`config.mk`:
```
export PLATFORM = sky130hd
export DESIGN_NAME = mem_port_arbiter
export DESIGN_NICKNAME = d
export VERILOG_FILES = /design/src/rtl/mem_port_arbiter.sv
export SDC_FILE = /design/constraint.sdc
export NUM_CORES = 1
export LEC_CHECK = 0
export BUFFER_PORTS_ARGS = -buffer_cell sky130_fd_sc_hd__buf_2
export CAP_MARGIN = 10
export CORE_MARGIN = 2
export CORE_UTILIZATION = 46
export CTS_BUF_LIST = sky130_fd_sc_hd__clkbuf_4 sky130_fd_sc_hd__clkbuf_8 sky130_fd_sc_hd__clkbuf_16
export DETAILED_ROUTE_END_ITERATION = 12
export GPL_ROUTABILITY_DRIVEN = 0
export GPL_TIMING_DRIVEN = 0
export HOLD_SLACK_MARGIN = 0.15
export PLACE_DENSITY = 0.75
export SYNTH_ARGS = -nofsm -noshare
export SYNTH_HDL_FRONTEND = slang
export SYNTH_SLANG_ARGS = --single-unit
```
`constraint.sdc`:
```
create_clock -name clk_i -period 1.9 [get_ports clk_i]
set_input_delay 0.095 -clock clk_i [delete_from_list [all_inputs] [get_ports clk_i]]
set_output_delay 0.095 -clock clk_i [all_outputs]
set_load 0.01 [all_outputs]
```
`src/rtl/mem_port_arbiter.sv`:
```
// mem_port_arbiter: shares one synchronous single-port memory between an instruction-fetch
// requester and a data requester, data-first with a starvation guard for fetch.
module mem_port_arbiter #(
    parameter int unsigned STARVE_LIMIT = 3
) (
    input  logic       clk_i,
    input  logic       rst_i,
    input  logic       fetch_req_i,
    input  logic [7:0] fetch_addr_i,
    output logic       fetch_gnt_o,
    output logic       fetch_valid_o,
    output logic [7:0] fetch_data_o,
    input  logic       data_req_i,
    input  logic       data_we_i,
    input  logic [7:0] data_addr_i,
    input  logic [7:0] data_wdata_i,
    output logic       data_gnt_o,
    output logic       data_valid_o,
    output logic [7:0] data_rdata_o,
    output logic [7:0] mem_addr_o,
    output logic       mem_we_o,
    output logic [7:0] mem_wdata_o,
    input  logic [7:0] mem_rdata_i,
    output logic       busy_o
);
    typedef enum logic [1:0] {IDLE, ACCESS, WAIT, DONE} state_t;

    localparam logic [2:0] LIMIT = 3'(STARVE_LIMIT);

    state_t     state_q, state_d;
    logic       data_win_q, data_win_d;
    logic       mem_we_q, mem_we_d;
    logic [2:0] starve_cnt_q, starve_cnt_d;
    logic [7:0] mem_addr_q, mem_addr_d;
    logic [7:0] mem_wdata_q, mem_wdata_d;
    logic [7:0] fetch_data_q, fetch_data_d;
    logic [7:0] data_rdata_q, data_rdata_d;
    logic       arb;
    logic       fetch_win;

    assign arb       = (state_q == IDLE || state_q == DONE) && (fetch_req_i || data_req_i);
    assign fetch_win = fetch_req_i && (!data_req_i || starve_cnt_q == LIMIT);

    always_comb begin
        state_d      = arb ? ACCESS : state_q == ACCESS ? WAIT : state_q == WAIT ? DONE : IDLE;
        data_win_d   = data_win_q;
        mem_we_d     = 1'b0;
        starve_cnt_d = starve_cnt_q;
        mem_addr_d   = mem_addr_q;
        mem_wdata_d  = mem_wdata_q;
        fetch_data_d = fetch_data_q;
        data_rdata_d = data_rdata_q;
        if (arb) begin
            data_win_d   = !fetch_win;
            mem_addr_d   = fetch_win ? fetch_addr_i : data_addr_i;
            mem_we_d     = !fetch_win && data_we_i;
            mem_wdata_d  = (!fetch_win && data_we_i) ? data_wdata_i : mem_wdata_q;
            starve_cnt_d = fetch_win ? 3'd0 :
                           (fetch_req_i && starve_cnt_q != LIMIT) ? starve_cnt_q + 3'd1 : starve_cnt_q;
        end
        // synchronous memory: read word is on mem_rdata_i during WAIT
        if (state_q == WAIT) begin
            fetch_data_d = data_win_q ? fetch_data_q : mem_rdata_i;
            data_rdata_d = data_win_q ? mem_rdata_i : data_rdata_q;
        end
    end

    always_ff @(posedge clk_i or posedge rst_i) begin
        if (rst_i) begin
            state_q      <= IDLE;
            data_win_q   <= 1'b0;
            mem_we_q     <= 1'b0;
            starve_cnt_q <= 3'd0;
            mem_addr_q   <= 8'h00;
            mem_wdata_q  <= 8'h00;
            fetch_data_q <= 8'h00;
            data_rdata_q <= 8'h00;
        end else begin
            state_q      <= state_d;
            data_win_q   <= data_win_d;
            mem_we_q     <= mem_we_d;
            starve_cnt_q <= starve_cnt_d;
            mem_addr_q   <= mem_addr_d;
            mem_wdata_q  <= mem_wdata_d;
            fetch_data_q <= fetch_data_d;
            data_rdata_q <= data_rdata_d;
        end
    end

    assign fetch_gnt_o   = state_q == ACCESS && !data_win_q;
    assign data_gnt_o    = state_q == ACCESS && data_win_q;
    assign fetch_valid_o = state_q == DONE && !data_win_q;
    assign data_valid_o  = state_q == DONE && data_win_q;
    assign fetch_data_o  = fetch_data_q;
    assign data_rdata_o  = data_rdata_q;
    assign mem_addr_o    = mem_addr_q;
    assign mem_we_o      = mem_we_q;
    assign mem_wdata_o   = mem_wdata_q;
    assign busy_o        = state_q != IDLE;
endmodule

```
==> results.md <==
* Crit-path leading delay family: adder cells
* Worst Hold Class: in2reg
* Max clock buf depth at 2
* Via density at 4.822
* Synth Instances at 156
* Synth area leaders: dfrtp_1, mux2_2, nand2_1
* Crit start category: flip-flop
* CP max stage cell: dfrtp_1
* Hold Slack at 0.2545 ns
* Layout cell share with drive strength beyond 1 at 39.19%
* Yosys warnings at 0
* Vias in the first global route at 1636
* Reg clk slew, reported paths at 0.08 ns
* Seq cells post-synth at 39
* ANT cells at 0
* Fin. Hold Viols at 0
* Synthesized area per cell at 10.92 sq um
* Critical Path AT at 1.92 ns
* Number of core rows at 22
* Unique masters post-synth at 23
* Wire length on met1 at 1653 um
* Clock Latency Late Sink at 0.29 ns
* Worst slew margin at 46.57%
* Detail Route Antenna Nets at 0
* Largest net degree at the start of global routing at 40
* Hpwl dp at 2599 um
* Final WL at 4242 um
* Setup tns final at 0 ns
* Die extent in x at 64.87 um
* Core area at 3606 sq um
* Syn_nets at 200
* Root buffer cell: clkbuf_8
* Utilization after layout at 72.62%
* Synth Cell Area at 1704 sq um
* Max-cap violations at 0
* CP Max Fanout at 9
* Buffers and inverters on the worst path at 1
* DRT iter0 DRCs at 81
* Status: finished, final reports clean
* Maximum clock frequency at 573.1 MHz
* Die ar. at 4207 sq um
* Initial Util at 47.26%
* Most common cell on crit path: ha_1
* Total power at 3.883 mW
* Post-synthesis cell type with the largest combined area: dfrtp_1
* Fin. max-slew vios at 0
* Seq/Total Area, Yosys at 57.27%
* Yosys top cell area share at 57.27%
* Measured slew at the worst slew-check pin at 0.8002 ns
* Overall Global Routing Usage at 22.31%
* H-tree Lvls at 2
* Port Buf Inserts at 74
* CTS Sinks at 39
* Final nets at 316
* Setup CP Type: reg2reg
* Die Y at 64.87 um
* CTS tree: done
* Unrepaired setup endpoints after global routing: false
* Area Growth Syn to Fin at 53.67%
* Critical Path Max Stage Delay at 0.41 ns
* Length of routed met2 wiring at 2228 um
* Via count at 1548
* First-pass GRT wire length at 7100 um
* Highest Signal Layer: met4
* Tmin final at 1.745 ns
* Fin cells at 321
* Final Skew at 0.004793 ns
* Pre-antenna DRT Iters at 4
* Initial antenna violation count at 0
* Data required time of the worst path at 2.07 ns
* DRC Markers at 0
* Tcrit/Tclk final at 91.84%
* Peak supply drop at 0.0009173 V
* Setup violators final at 0
* P_leak at 1.302 nW
* Num ports at 75
* Grt total ovfl at 0
* WL/cell at 13.21 um
* CP cell instances: ha_1, ha_1, a211oi_4, buf_12, mux2_2
* Pwr/cell area at 1483 nW/um^2
* Met3 wire len at 275 um
* Worst setup EP type: flip-flop
* Inst Count DP at 278
* CTS Buf Count at 5
placed cells by master, fill, tap and decap left out:
| cell type | n |
|---|---|
| clkbuf_1 | 2 |
| nor2b_1 | 4 |
| bufinv_16 | 1 |
| nor2_1 | 10 |
| and2_1 | 2 |
| buf_1 | 1 |
| or2_2 | 1 |
| nand2b_1 | 2 |
| inv_2 | 1 |
| buf_12 | 1 |
| ha_1 | 7 |
| dlygate4sd3_1 | 35 |
| a21oi_1 | 1 |
| nand3_1 | 8 |
| mux2_2 | 16 |
| dfrtp_1 | 39 |
| a21o_1 | 1 |
| or2b_1 | 1 |
| nor4_1 | 1 |
| a31oi_1 | 8 |
| o31ai_1 | 1 |
| clkbuf_2 | 1 |
| clkbuf_8 | 6 |
| o21ai_0 | 10 |
| buf_2 | 77 |
| clkinv_2 | 1 |
| a211oi_4 | 1 |
| nand2_1 | 28 |
| inv_1 | 5 |
| o21ba_2 | 1 |
per-layer routing:
| layer | up-vias | GRT usage [%] |
|---|---|---|
| li1 | 755 | - |
| met1 | 717 | 24.55 |
| met2 | 67 | 41.11 |
| met3 | 9 | 5.903 |
| met4 | 0 | 7.713 |
| met5 | - | 0 |
cells in the mapped netlist:
library cell / count
dfrtp_1: 39
nand2_1: 28
mux2_2: 16
nor2_1: 10
o21ai_0: 10
a31oi_1: 8
nand3_1: 8
ha_1: 7
inv_1: 6
buf_2: 4
nor2b_1: 4
clkbuf_1: 3
and2_1: 2
nand2b_1: 2
a211oi_4: 1
a21o_1: 1
a21oi_1: 1
buf_1: 1
nor4_1: 1
o21ba_2: 1
o31ai_1: 1
or2_2: 1
or2b_1: 1
per-stage QoR:
| step | instance area [sq um] | worst slack [ns] |
|---|---|---|
| 2_1_floorplan | 1704 | 0.2362 |
| 3_3_place_gp | 2135 | 0.08996 |
| 3_5_place_dp | 2135 | 0.08840 |
| 4_1_cts | 2603 | 0.06877 |
| 5_1_grt | 2619 | 0.05289 |
| 6_report | 2619 | 0.1551 |
kinds of logic (layout without fill, tap and decap cells):
family,after synthesis,after routing,share of synthesized area (%)
AOI/OAI and AO/OA,23,23,8.811
adders and majority gates,7,7,5.139
muxes,16,16,10.57
buffers and inverters,14,131,3.377
and+or+nand+nor,57,57,14.83
DFF,39,39,57.27
sequential cells by signal, indices dropped and copies added (netlist names):
register,cells
mem_we_o,1
data_win_q,1
mem_addr_o,8
state_q,2
fetch_data_o,8
data_rdata_o,8
mem_wdata_o,8
starve_cnt_q,3
report_power, final:
part	internal (mW)	switching, mW	total [mW]
Sequential	1.25	0.211	1.46
Clock	0.425	0.283	0.707
Combinational	0.835	0.881	1.72
layout make-up:
type | instances | area (sq um)
well taps | 48 | 60.06
inverters | 6 | 22.52
flip-flops and latches | 39 | 975.9
clock inverters | 2 | 35.03
plain buffers | 7 | 31.28
fillers | 265 | 987.2
multi-input cells | 103 | 670.6
clock buffers | 6 | 82.58
repair buffers | 110 | 740.7
path summary, 6_finish.rpt:
kind / endpoint / cells past startpoint / slack, ns / startpoint
max: mem_wdata_o[7] / 5 / 0.16 / starve_cnt_q[0]
min: mem_we_o / 4 / 0.25 / data_req_i
max reg2reg: mem_wdata_o[7] / 5 / 0.16 / starve_cnt_q[0]
min reg2reg: fetch_data_o[6] / 2 / 0.48 / fetch_data_o[6]
max in group asynchronous: data_rdata_o[0] / 3 / 0.86 / rst_i
min in group asynchronous: starve_cnt_q[0] / 3 / 0.54 / rst_i
worst min-delay path: stages:
cell and delay (ns):
buf_2 0.11, nand2_1 0.10, a211oi_4 0.06, buf_12 0.13
repair_timing:
action | CTS | global route
hold endpoints to repair | 72 | 0
setup endpoints to repair | 0 | 13
hold buffers | 35 | 0
setup buffers | 0 | 1
gates resized for setup | 0 | 2
No activity file was read; power rests on OpenSTA's default activity.
